$ cat src/rtl/upscale_stream_feeder_if.sv
// Stream bundle between the frame source, the feeder and the upscaler.
// master is the feeder's view, slave is the source/sink side.
interface upscale_stream_feeder_if;
    logic [7:0] s_pixel;
    logic       s_valid;
    logic       s_ready;
    logic [7:0] m_pixel;
    logic       m_valid;
    logic       m_ready;
    logic [1:0] h_phase;
    logic [1:0] v_phase;
    logic       sof;
    logic       eol;
    logic       eof;
    logic       frame_done;

    modport master (
        input  s_pixel, s_valid, m_ready,
        output s_ready, m_pixel, m_valid,
        output h_phase, v_phase, sof, eol, eof, frame_done
    );

    modport slave (
        output s_pixel, s_valid, m_ready,
        input  s_ready, m_pixel, m_valid,
        input  h_phase, v_phase, sof, eol, eof, frame_done
    );
endinterface

$ cat src/rtl/upscale_stream_feeder.sv
// Pixel/row replicator feeding the bicubic upscaler.
// Pass 0 of each row streams live input; later passes replay a row store.
module upscale_stream_feeder #(
    parameter int IMG_W = 128,
    parameter int IMG_H = 72,
    parameter int SCALE = 3
) (
    input  logic                     clk,
    input  logic                     rst_n,
    upscale_stream_feeder_if.master  bus
);
    localparam int XW = $clog2(IMG_W);
    localparam int YW = (IMG_H > 1) ? $clog2(IMG_H) : 1;
    localparam logic [XW-1:0] X_LAST = XW'(IMG_W - 1);
    localparam logic [YW-1:0] Y_LAST = YW'(IMG_H - 1);
    localparam logic [1:0]    P_LAST = 2'(SCALE - 1);

    typedef enum logic {FILL, REPLAY} state_t;

    state_t        state;
    logic [XW-1:0] x;
    logic [XW-1:0] x_nxt;
    logic [1:0]    h;
    logic [1:0]    v;
    logic [YW-1:0] y;
    logic [7:0]    m_pixel;
    logic          m_valid;
    logic          frame_done;
    logic [7:0]    store [IMG_W];

    logic last_h;
    logic last_x;
    logic last_v;
    logic last_y;
    logic out_fire;
    logic in_fire;
    logic row_end;
    logic s_ready;

    assign out_fire = m_valid & bus.m_ready;
    assign last_h   = (h == P_LAST);
    assign last_x   = (x == X_LAST);
    assign last_v   = (v == P_LAST);
    assign last_y   = (y == Y_LAST);
    assign row_end  = out_fire & last_h & last_x;

    // Take a new pixel only when the output slot frees up and the
    // next beat needed is fresh input rather than a replica.
    assign s_ready = rst_n & (
        ((state == FILL) & (!m_valid | (bus.m_ready & last_h & !last_x)))
        | (row_end & last_v));
    assign in_fire = bus.s_valid & s_ready;

    // x steps once the last horizontal replica of a pixel leaves.
    assign x_nxt = (out_fire & last_h) ? (last_x ? '0 : x + XW'(1)) : x;

    // Row store keeps the live row for the replay passes.
    always_ff @(posedge clk) begin
        if (in_fire) store[x_nxt] <= bus.s_pixel;
    end

    // Fill/replay sequencer: counters, output register and pass control.
    always_ff @(posedge clk or negedge rst_n) begin
        if (!rst_n) begin
            state      <= FILL;
            x          <= '0;
            h          <= '0;
            v          <= '0;
            y          <= '0;
            m_pixel    <= '0;
            m_valid    <= 1'b0;
            frame_done <= 1'b0;
        end else begin
            frame_done <= row_end & last_v & last_y;
            x          <= x_nxt;
            if (out_fire) begin
                if (!last_h) begin
                    h <= h + 2'd1;
                end else begin
                    h <= '0;
                    if (!last_x) begin
                        if (state == REPLAY) m_pixel <= store[x_nxt];
                        else                 m_valid <= 1'b0;
                    end else if (!last_v) begin
                        state   <= REPLAY;
                        v       <= v + 2'd1;
                        m_pixel <= store[x_nxt];
                    end else begin
                        state   <= FILL;
                        v       <= '0;
                        y       <= last_y ? '0 : y + YW'(1);
                        m_valid <= 1'b0;
                    end
                end
            end
            if (in_fire) begin
                m_pixel <= bus.s_pixel;
                m_valid <= 1'b1;
                h       <= '0;
            end
        end
    end

    assign bus.s_ready    = s_ready;
    assign bus.m_pixel    = m_pixel;
    assign bus.m_valid    = m_valid;
    assign bus.h_phase    = h;
    assign bus.v_phase    = v;
    assign bus.sof        = m_valid & (x == '0) & (h == '0)
                          & (v == '0) & (y == '0);
    assign bus.eol        = m_valid & last_h & last_x;
    assign bus.eof        = m_valid & last_h & last_x & last_v & last_y;
    assign bus.frame_done = frame_done;
endmodule

$ cat src/flat_wrapper.sv
// flat-port wrapper written by rule: the top's interface ports become plain ports
module upscale_stream_feeder_flat 
#(
    parameter int IMG_W = 128,
    parameter int IMG_H = 72,
    parameter int SCALE = 3
)
  (clk, rst_n, bus_s_pixel, bus_s_valid, bus_m_ready, bus_s_ready, bus_m_pixel, bus_m_valid, bus_h_phase, bus_v_phase, bus_sof, bus_eol, bus_eof, bus_frame_done);
  upscale_stream_feeder_if bus_i ();
  input  logic clk;
  input  logic rst_n;
  input wire logic [$bits(bus_i.s_pixel)-1:0] bus_s_pixel;
  input wire logic [$bits(bus_i.s_valid)-1:0] bus_s_valid;
  input wire logic [$bits(bus_i.m_ready)-1:0] bus_m_ready;
  output wire logic [$bits(bus_i.s_ready)-1:0] bus_s_ready;
  output wire logic [$bits(bus_i.m_pixel)-1:0] bus_m_pixel;
  output wire logic [$bits(bus_i.m_valid)-1:0] bus_m_valid;
  output wire logic [$bits(bus_i.h_phase)-1:0] bus_h_phase;
  output wire logic [$bits(bus_i.v_phase)-1:0] bus_v_phase;
  output wire logic [$bits(bus_i.sof)-1:0] bus_sof;
  output wire logic [$bits(bus_i.eol)-1:0] bus_eol;
  output wire logic [$bits(bus_i.eof)-1:0] bus_eof;
  output wire logic [$bits(bus_i.frame_done)-1:0] bus_frame_done;
  assign bus_i.s_pixel = bus_s_pixel;
  assign bus_i.s_valid = bus_s_valid;
  assign bus_i.m_ready = bus_m_ready;
  assign bus_s_ready = bus_i.s_ready;
  assign bus_m_pixel = bus_i.m_pixel;
  assign bus_m_valid = bus_i.m_valid;
  assign bus_h_phase = bus_i.h_phase;
  assign bus_v_phase = bus_i.v_phase;
  assign bus_sof = bus_i.sof;
  assign bus_eol = bus_i.eol;
  assign bus_eof = bus_i.eof;
  assign bus_frame_done = bus_i.frame_done;
  upscale_stream_feeder #(.IMG_W(IMG_W), .IMG_H(IMG_H), .SCALE(SCALE)) u_core (.clk(clk), .rst_n(rst_n), .bus(bus_i));
endmodule
$ cat config.mk
export PLATFORM = sky130hd
export DESIGN_NAME = upscale_stream_feeder_flat
export DESIGN_NICKNAME = d
export VERILOG_FILES = /design/src/rtl/upscale_stream_feeder_if.sv /design/src/rtl/upscale_stream_feeder.sv /design/src/flat_wrapper.sv
export SDC_FILE = /design/constraint.sdc
export NUM_CORES = 1
export LEC_CHECK = 0
export CAP_MARGIN = 30
export CORE_MARGIN = 2
export CORE_UTILIZATION = 30
export CTS_BUF_LIST = sky130_fd_sc_hd__clkbuf_8 sky130_fd_sc_hd__clkbuf_16
export DETAILED_ROUTE_END_ITERATION = 16
export MAX_ROUTING_LAYER = met4
export PLACE_DENSITY = 0.54
export SLEW_MARGIN = 10
export SYNTH_ARGS = -nofsm -noshare
export SYNTH_HDL_FRONTEND = slang
export SYNTH_SLANG_ARGS = --single-unit
export TNS_END_PERCENT = 100
$ cat constraint.sdc
create_clock -name clk -period 11.86 [get_ports clk]
set_clock_uncertainty 0.15 [all_clocks]
set_input_delay 3.558 -clock clk [delete_from_list [all_inputs] [get_ports clk]]
set_output_delay 3.558 -clock clk [all_outputs]
set_load 0.05 [all_outputs]
=== Yosys cells after proc, flatten, opt, wreduce, memory -nomap -nowiden ===
Memory sizes are Yosys's and may differ from the RTL's.
Cells that the tools add are included.

* Flip-flop bits (word level): 29
* Logic and storage cells: 76
* RAM bits: 1024
* Input bits: 12
* Output and inout bits: 18
* Memories: 1

{| class="wikitable"
|+ Memory list
! memory !! depth !! bits a word !! rd ports !! clocked after Yosys merged registers in !! wr ports !! RTL line !! RTL
|-
| u_core.store || 128 || 8 || 1 || 0 || 1 || upscale_stream_feeder.sv:29 || <nowiki>logic [7:0] store [IMG_W];</nowiki>
|}

* Add/subtract/negate cells: 4
* Muxes and demuxes: 22
* Bitwise logic cells: 21
* Equal/unequal tests: 7
* Reduce and logical (&&, ||, !) cells: 13

{| class="wikitable"
|+ Operator list
! operator !! count
|-
| $mux W8 || 6
|-
| $mux W7 || 3
|-
| $and A1 B1 Y1 || 18
|-
| $add A7 B1 Y7 const B || 2
|-
| $eq A7 B7 Y1 const B || 2
|-
| $logic_not A7 Y1 || 2
|-
| $reduce_and A4 Y1 || 3
|-
| $mux W1 || 9
|-
| $ne A3 B3 Y1 const B || 3
|-
| $mux W2 || 4
|-
| $add A2 B1 Y2 const B || 2
|-
| $eq A2 B2 Y1 const B || 2
|-
| $logic_not A2 Y1 || 2
|-
| $reduce_bool A2 Y1 || 2
|-
| $reduce_and A3 Y1 || 1
|-
| $reduce_bool A3 Y1 || 1
|-
| $logic_not A1 Y1 || 2
|-
| $or A1 B1 Y1 || 2
|-
| $not A1 Y1 || 1
|}

=== Depth between registers and ports, before layout ===
Gate-level depths: netlist (run 1).

* Depth in word-level cells: 10
* Gate-level depth with buffers: 16
* Gate-level depth less buffers: 11

=== Least setup slack after synthesis (run 1) ===
OpenSTA, ideal clock, no wires.

* Path kind: input -> output
* Start: input port bus_m_ready
* End: output port bus_s_ready
* Slack: 3.330 ns
* Data arrival time: 4.822 ns
* Required time: 8.152 ns
* Cell stages on the path: 5
* Path buffers: 2
* Cell sequence: nand4b_4 > buf_2 > buf_2 > nor3_1 > o21a_1

* Longest elaborated chain between the ends: 6
* Elaborated cells on any way between the ends: 10
* Classes of those cells: 10 x bitwise

{| class="wikitable"
|+ RTL lines
! what !! RTL line !! RTL
|-
| start, declared || flat_wrapper.sv:14 || <nowiki>input wire logic [$bits(bus_i.m_ready)-1:0] bus_m_ready;</nowiki>
|-
| $and A1 B1 Y1 (on tied branches) || upscale_stream_feeder.sv:50, upscale_stream_feeder.sv:40 ||
|-
| $and A1 B1 Y1 (on tied branches) || upscale_stream_feeder.sv:50, upscale_stream_feeder.sv:45 ||
|-
| $or A1 B1 Y1 / $and A1 B1 Y1 (equally long branches) || upscale_stream_feeder.sv:50, upscale_stream_feeder.sv:45 ||
|-
| $and A1 B1 Y1 (on tied branches) || upscale_stream_feeder.sv:50, upscale_stream_feeder.sv:51 ||
|-
| $or A1 B1 Y1 (*) || upscale_stream_feeder.sv:51 || <nowiki>| (row_end & last_v));</nowiki>
|-
| $and A1 B1 Y1 (*) || upscale_stream_feeder.sv:49 || <nowiki>assign s_ready = rst_n & (</nowiki>
|-
| end, declared || flat_wrapper.sv:15 || <nowiki>output wire logic [$bits(bus_i.s_ready)-1:0] bus_s_ready;</nowiki>
|}

Mark *: on every way between the ends. The rest lies on a longest branch, timed or not.

=== Worst setup path in the final report (run 1) ===
Same ends and word-level chain as after synthesis.

==> impl_results.md, run 1 <==
- Switching share of total power: 0.360
- Part of the power in combinational logic: 0.315
- Leakage power: 16.7 nW
- Total number of nets in the final design: 3350
- Tightest slew margin relative to the limit: 0.299
- Total negative slack for setup checks: 0 ps
- Kind of path behind the tightest hold check: reg -> reg
- Number of warnings printed during yosys synthesis: 0
- Pre-Repair DR Iteration Count: 6
- Count of buffers added by post-CTS timing repair for setup: 0
- Maximum number of pins on one net before global-route repair: 199
- Detail-routed via count per cell: 5.55
- Core area: 152000 um2
- Clk pin slew, worst setup/hold paths: 60 ps
- Pwr Density: 213 nW/um2
- Post-detailed-routing wire length: 142 mm
- Least-Margin Pin Slew: 1040 ps
- Source-to-sink clock delay at the later pin of the worst-skew pair: 730 ps
- Outcome: finished, final reports clean
- CTS HTree Levels: 3
- Placement-stage worst setup slack: 2320 ps
- R2r worst-path depth: 12
- Startpoint of the most critical register-to-register path: u_core.x[0]$_DFF_PN0_
- Residual DRC count: 0
- Setup ws final: 2310 ps
- Total global routing track utilization: 0.182
- Die height: 395 um
- Period Utilization, post-route: 0.805
- Dominant cells by area after synthesis: edfxtp_1, nand2_1, a211oi_1
- Initial Utilization: 0.302
- Synth Instances: 3382
- Final hold violation count: 0
- Setup Viol. Count Final: 0
- Gates resized, CTS repair: 0
- Post-route minimum period: 9550 ps
- Share of cells above drive strength 1: 0.110
- Arrival time worst endpoint: 5840 ps
- Total number of vias: 30300
- Critical path fanouts, max: 11
- Worst reg-to-reg setup slack: 5820 ps
- Area of the mapped netlist: 45900 um2
- Post-detail-place hpwl: 83.7 mm
- GP Congestion: 0.889
- First-pass GRT wire length: 206 mm
- Clock root buffer master: clkbuf_16
- Part of the total power dissipated in sequential elements: 0.379
- Prevailing post-synth register cell: edfxtp_1
- Smallest hold slack: 394 ps
- Routed length per instance: 26.0 um
- Proportion of register bits with asynchronous set or reset after synthesis: 0.0275
- Critical Path Slowest Stage Cell: clkdlybuf4s50_1
- Die footprint: 156000 um2
- Synth top area share: 0.670
- Total number of placement rows: 143
- Num ports: 30
- Count of flip-flops with a built-in enable after synthesis: 1024
- CTS tree: yes
- Buffers from clock root to sink, at most: 3
- Most used cell, CP: clkdlybuf4s50_1
- Clock share of power: 0.306
- Total count of max-transition violations in the final report: 0
- Capture point of the worst reg-to-reg path: u_core.bus.m_pixel[4]$_DFFE_PN0P_
- Worst-case hold path end point: u_core.y[5]$_DFFE_PN0P_
- PortBufs: 29
- # hold bufs at CTS: 0
- Unrepaired setup endpoints after global routing: false
- Max-cap viol count: 0
- Slowest cell delay on critical path: 840 ps
- Setup crit start kind: input port
- List of cells traversed by the critical path: clkdlybuf4s50_1, nand4b_4, nor3_1, buf_4, o21a_1, clkdlybuf4s50_1
- Cell accounting for the most synthesized area: edfxtp_1
- Sequential share of the synthesized area: 0.685
- Average size of a mapped cell: 13.6 um2
- DRT antenna net count: 0
- Required time of the critical path: 8150 ps
- Largest vdd supply drop: 0.215 mV
- F_max: 105 MHz
- Hold path startpoint: u_core.y[5]$_DFFE_PN0P_
- Worst setup EP type: output pin
- Vias in the first global route: 29000
- Type of the worst setup path: in -> out
- Number of DRC markers after the initial detailed-route iteration: 4026
- Int Pwr: 7.08 mW
- Nets in the synthesized netlist: 3398
- Worst hold path stage count: 1
- Die Span X: 395 um
- Number of synthesized register bits: 1053
- Area delta synth->final: 13.0%
- Switching power total: 3.98 mW
- Total global routing overflow: 0
- Sinks on Clock Net: 1053
- Placed Cells: 5243
- Final instance count without filler cells: 5462
- Initial antenna violation count: 5
- Distinct cells, synth: 83
- TritonCTS buffer count: 112
## per-stage QoR
step / util / cell area (um2) / power, mW
floorplan: - / 45900 / 6.46
global placement: 0.317 / 48200 / 7.67
detailed placement: 0.318 / 48300 / 7.70
CTS: 0.341 / 51800 / 11.1
global route: 0.342 / 51900 / 11.5
finish: 0.342 / 51900 / 11.1
## power groups by stage
stage	Sequential (mW)	Combinational [mW]	Clock (mW)
after floorplan	4.28	2.17	0
after global placement	4.27	3.40	0
after detailed placement	4.28	3.43	0
after CTS	4.20	3.44	3.43
after global routing	4.20	3.70	3.57
final	4.20	3.48	3.39
## state kept, by name (all words and copies together) (netlist names)
register,flops
u_core.bus.frame_done,1
u_core.bus.m_pixel,8
u_core.store,1024
u_core.y,7
u_core.bus.v_phase,2
u_core.x,7
u_core.state,1
u_core.bus.m_valid,1
u_core.bus.h_phase,2
## cell usage in the layout (no fill, tap or decap), types with 17 or more instances in the layout
master	instances
dfrtp_1	27
mux2_2	41
clkinv_2	28
buf_4	79
mux4_2	45
o21ai_0	98
a32o_1	43
o31ai_1	28
a31oi_1	30
and3_1	123
clkdlybuf4s50_1	20
clkbuf_16	112
nand2_1	466
a32oi_1	92
a211oi_1	139
nand4_1	17
a22oi_1	20
inv_1	66
edfxtp_1	1024
nand2b_1	35
o2111ai_1	17
nand3_1	140
mux2i_1	84
a21oi_1	125
nor2_1	168
o211ai_1	75
## critical path: cells and delay by family
kind,cells,cell delay (ps)
simple gates,2,410
compound gates,1,240
buf+inv,3,1640
## cells by family after synthesis
family / count (synthesis) / synth area share
compound gates: 807 / 0.128
xor+xnor: 6 / 0.00114
fa+ha+maj: 4 / 0.00109
buf+inv: 310 / 0.0292
flops: 1053 / 0.685
mux: 175 / 0.0517
simple gates: 1027 / 0.103
## per-layer routing
metal,part of all wire,up-vias,GRT usage
met3,0.087,230,0.0372
met1,0.43,15600,0.250
met5,0,-,-
met2,0.45,1304,0.272
li1,-,13200,-
met4,0.028,0,0.0529
## cell usage after synthesis (6+ instances only)
library cell and n:
edfxtp_1 1024, nand2_1 471, clkbuf_1 172, nor2_1 170
a211oi_1 140, nand3_1 140, a21oi_1 125, and3_1 123
o21ai_0 98, a32oi_1 92, mux2i_1 84, o211ai_1 75
buf_2 74, mux4_2 45, a32o_1 43, mux2_2 41
nand2b_1 35, inv_1 32, a31oi_1 30, dfrtp_1 29
o31ai_1 28, a22oi_1 20, nand4_1 17, o2111ai_1 17
o22ai_1 17, a221oi_1 16, o221ai_1 16, a2bb2oi_1 15
a2111o_1 13, nor3_1 13, buf_1 12, and4b_1 10
nor4_1 10, buf_6 8, and2_1 7, buf_4 7
o21ai_1 6, o2bb2ai_1 6
## area by class of cell
type                    count  area (um2)
diodes                      3        7.51
clock buffers             114        2830
clock inverters            95         694
fillers                 14600      100000
inverters                  37         148
multi-input cells        2019       13200
flip-flops and latches   1053       31500
well taps                2030        2540
repair buffers            111         978
## how the worst max path moves through the flow
stage / startpoint / to / slack [ps] / cells past startpoint
final: bus_m_ready / bus_s_ready / 2310 / 6
after global routing: bus_m_ready / bus_s_ready / 2220 / 6
after CTS: bus_m_ready / bus_s_ready / 2310 / 6
after detailed placement: bus_m_ready / bus_s_ready / 2320 / 6
after global placement: bus_m_ready / bus_s_ready / 2250 / 6
after floorplan: bus_m_ready / bus_s_ready / 3330 / 5
No activity file was read; power rests on OpenSTA's default activity.
==> run 2: changes to the inputs <==
==> constraint.sdc (replaced) <==
create_clock -name clk -period 10 [get_ports clk]
set_clock_uncertainty 0.15 [all_clocks]
set_input_delay 3 -clock clk [delete_from_list [all_inputs] [get_ports clk]]
set_output_delay 3 -clock clk [all_outputs]
set_load 0.05 [all_outputs]
==> impl_results.md, run 2 (same netlist as run 1, synthesis figures left out) <==
- F_max: 120 MHz
- Smallest hold slack: 384 ps (-9.58 ps)
- Arrival time worst endpoint: 5200 ps (-640 ps)
- Total global routing track utilization: 0.185 (+0.00242)
- Clk pin slew, worst setup/hold paths: 60 ps (about the same)
- Kind of path behind the tightest hold check: reg -> reg
- Required time of the critical path: 6850 ps (-1300 ps)
- Detail-routed via count per cell: 5.62 (+1.1%)
- Least-Margin Pin Slew: 1080 ps (+39.8 ps)
- Kind of cell with the highest combined delay on the critical path: buffers and inverters
- Residual DRC count: 0 (unchanged)
- Setup Viol. Count Final: 0 (unchanged)
- GP Congestion: 0.888 (about the same)
- Most common cell after layout, fill and taps aside: edfxtp_1
- Type of the worst setup path: in -> out
- List of cells traversed by the critical path: clkdlybuf4s50_1, nand4b_4, nor3_1, buf_4, o21a_1, clkdlybuf4s50_1
- Tightest slew margin relative to the limit: 0.275 (-0.0232)
- Most used cell, CP: clkdlybuf4s50_1
- Die Span X: 395 um (unchanged)
- Largest registers: u_core.store x1024, u_core.bus.m_pixel x8
- Max-cap viol count: 0 (unchanged)
- Total count of max-transition violations in the final report: 0 (unchanged)
- Highest-count cells in the layout ignoring fill and taps: edfxtp_1, nand2_1, nor2_1
- Initial Utilization: 0.302 (unchanged)
- DRT antenna net count: 0 (unchanged)
- Total global routing overflow: 0 (unchanged)
- Post-detail-place hpwl: 86.5 mm (+3.4%)
- Core area: 152000 um2 (unchanged)
- Leakage power: 16.6 nW (-0.33%)
- Share of cells above drive strength 1: 0.108 (-0.00129)
- Source-to-sink clock delay at the later pin of the worst-skew pair: 750 ps (+20 ps)
- Total negative slack for setup checks: 0 ps (unchanged)
- Largest register by flop count: u_core.store
- Final hold violation count: 0 (unchanged)
- CTS HTree Levels: 3 (unchanged)
- Count of buffers added by post-CTS timing repair for setup: 0 (unchanged)
- Total number of nets in the final design: 3360 (+0.30%)
- Slowest cell delay on critical path: 850 ps (about the same)
- Num ports: 30 (unchanged)
- Largest vdd supply drop: 0.229 mV (+6.8%)
- Setup crit start kind: input port
- PortBufs: 29 (unchanged)
- Pre-Repair DR Iteration Count: 6 (unchanged)
- Period Utilization, post-route: 0.835
- Unrepaired setup endpoints after global routing: false
- Buffers from clock root to sink, at most: 3 (unchanged)
- First-pass GRT wire length: 208 mm (+1.1%)
- Total number of placement rows: 143 (unchanged)
- Initial antenna violation count: 3 (-2)
- Number of DRC markers after the initial detailed-route iteration: 4221 (+4.8%)
- Sinks on Clock Net: 1053 (unchanged)
- Pwr Density: 252 nW/um2 (+18%)
- Area delta synth->final: 13.0% (unchanged)
- Worst Path Buf+Inv: 3 (unchanged)
- Clock root buffer master: clkbuf_16
- Critical Path Slowest Stage Cell: clkdlybuf4s50_1
- Total number of vias: 30700 (+1.2%)
- TritonCTS buffer count: 112 (unchanged)
- # hold bufs at CTS: 0 (unchanged)
- Gates resized, CTS repair: 0 (unchanged)
- Post-route minimum period: 8350 ps
- Die footprint: 156000 um2 (unchanged)
- CTS tree: yes
- Routed length per instance: 26.3 um (+1.2%)
- Die height: 395 um (unchanged)
- Outcome: finished, final reports clean
- Post-detailed-routing wire length: 144 mm (+1.3%)
- Vias in the first global route: 29300 (+0.96%)
- Number of flip-flops in the largest register: 1024 (unchanged)
- Worst setup EP type: output pin
- Critical path fanouts, max: 11 (unchanged)
- Maximum number of pins on one net before global-route repair: 105 (-47%)
## run 2: metrics by stage
stage,cells,cell area (um2),power [mW],utilization,setup slack [ps]
2_1_floorplan,3382,45900,7.66,-,2590
3_3_place_gp,5246,48300,9.17,0.318,1580
3_5_place_dp,5251,48300,9.19,0.318,1660
4_1_cts,5454,51800,13.1,0.341,1660
5_1_grt,5467,51900,13.5,0.342,1540
6_report,5467,51900,13.1,0.342,1650
## run 2: path summary, 6_finish.rpt
check / start / to / slack (ps) / cells after the start
max: bus_m_ready / bus_s_ready / 1650 / 6
min: u_core.y[5]$_DFFE_PN0P_ / u_core.y[5]$_DFFE_PN0P_ / 380 / 1
max reg2reg: u_core.x[0]$_DFF_PN0_ / u_core.bus.m_pixel[3]$_DFFE_PN0P_ / 4650 / 12
min reg2reg: u_core.y[5]$_DFFE_PN0P_ / u_core.y[5]$_DFFE_PN0P_ / 380 / 1
max in group asynchronous: rst_n / u_core.x[0]$_DFF_PN0_ / 6830 / 1
min in group asynchronous: rst_n / u_core.y[4]$_DFFE_PN0P_ / 2200 / 1
## run 2: area by class of cell
cell class,instances,area (um2)
Fill cell,14700,100000
Clock buffer,112,2800
Antenna cell,4,10.0
Sequential cell,1053,31500
Inverter,37,148
Multi-Input combinational cell,2019,13200
Timing Repair Buffer,121,1060
Clock inverter,91,641
Tap cell,2030,2540
## run 2: routing by layer
| layer | vias up | track usage | wire length (um) |
|---|---|---|---|
| li1 | 13300 | - | - |
| met1 | 15700 | 0.257 | 62900 |
| met4 | 0 | 0.0581 | 4090 |
| met5 | - | - | 0 |
| met2 | 1486 | 0.273 | 64600 |
| met3 | 223 | 0.0340 | 12300 |
## run 2: power breakdown
part	internal, mW	switching, mW	leakage (nW)
Clock	2.14	1.77	1.77
Combinational	1.28	2.89	5.29
Sequential	4.89	0.108	9.54
Total	8.31	4.77	16.6
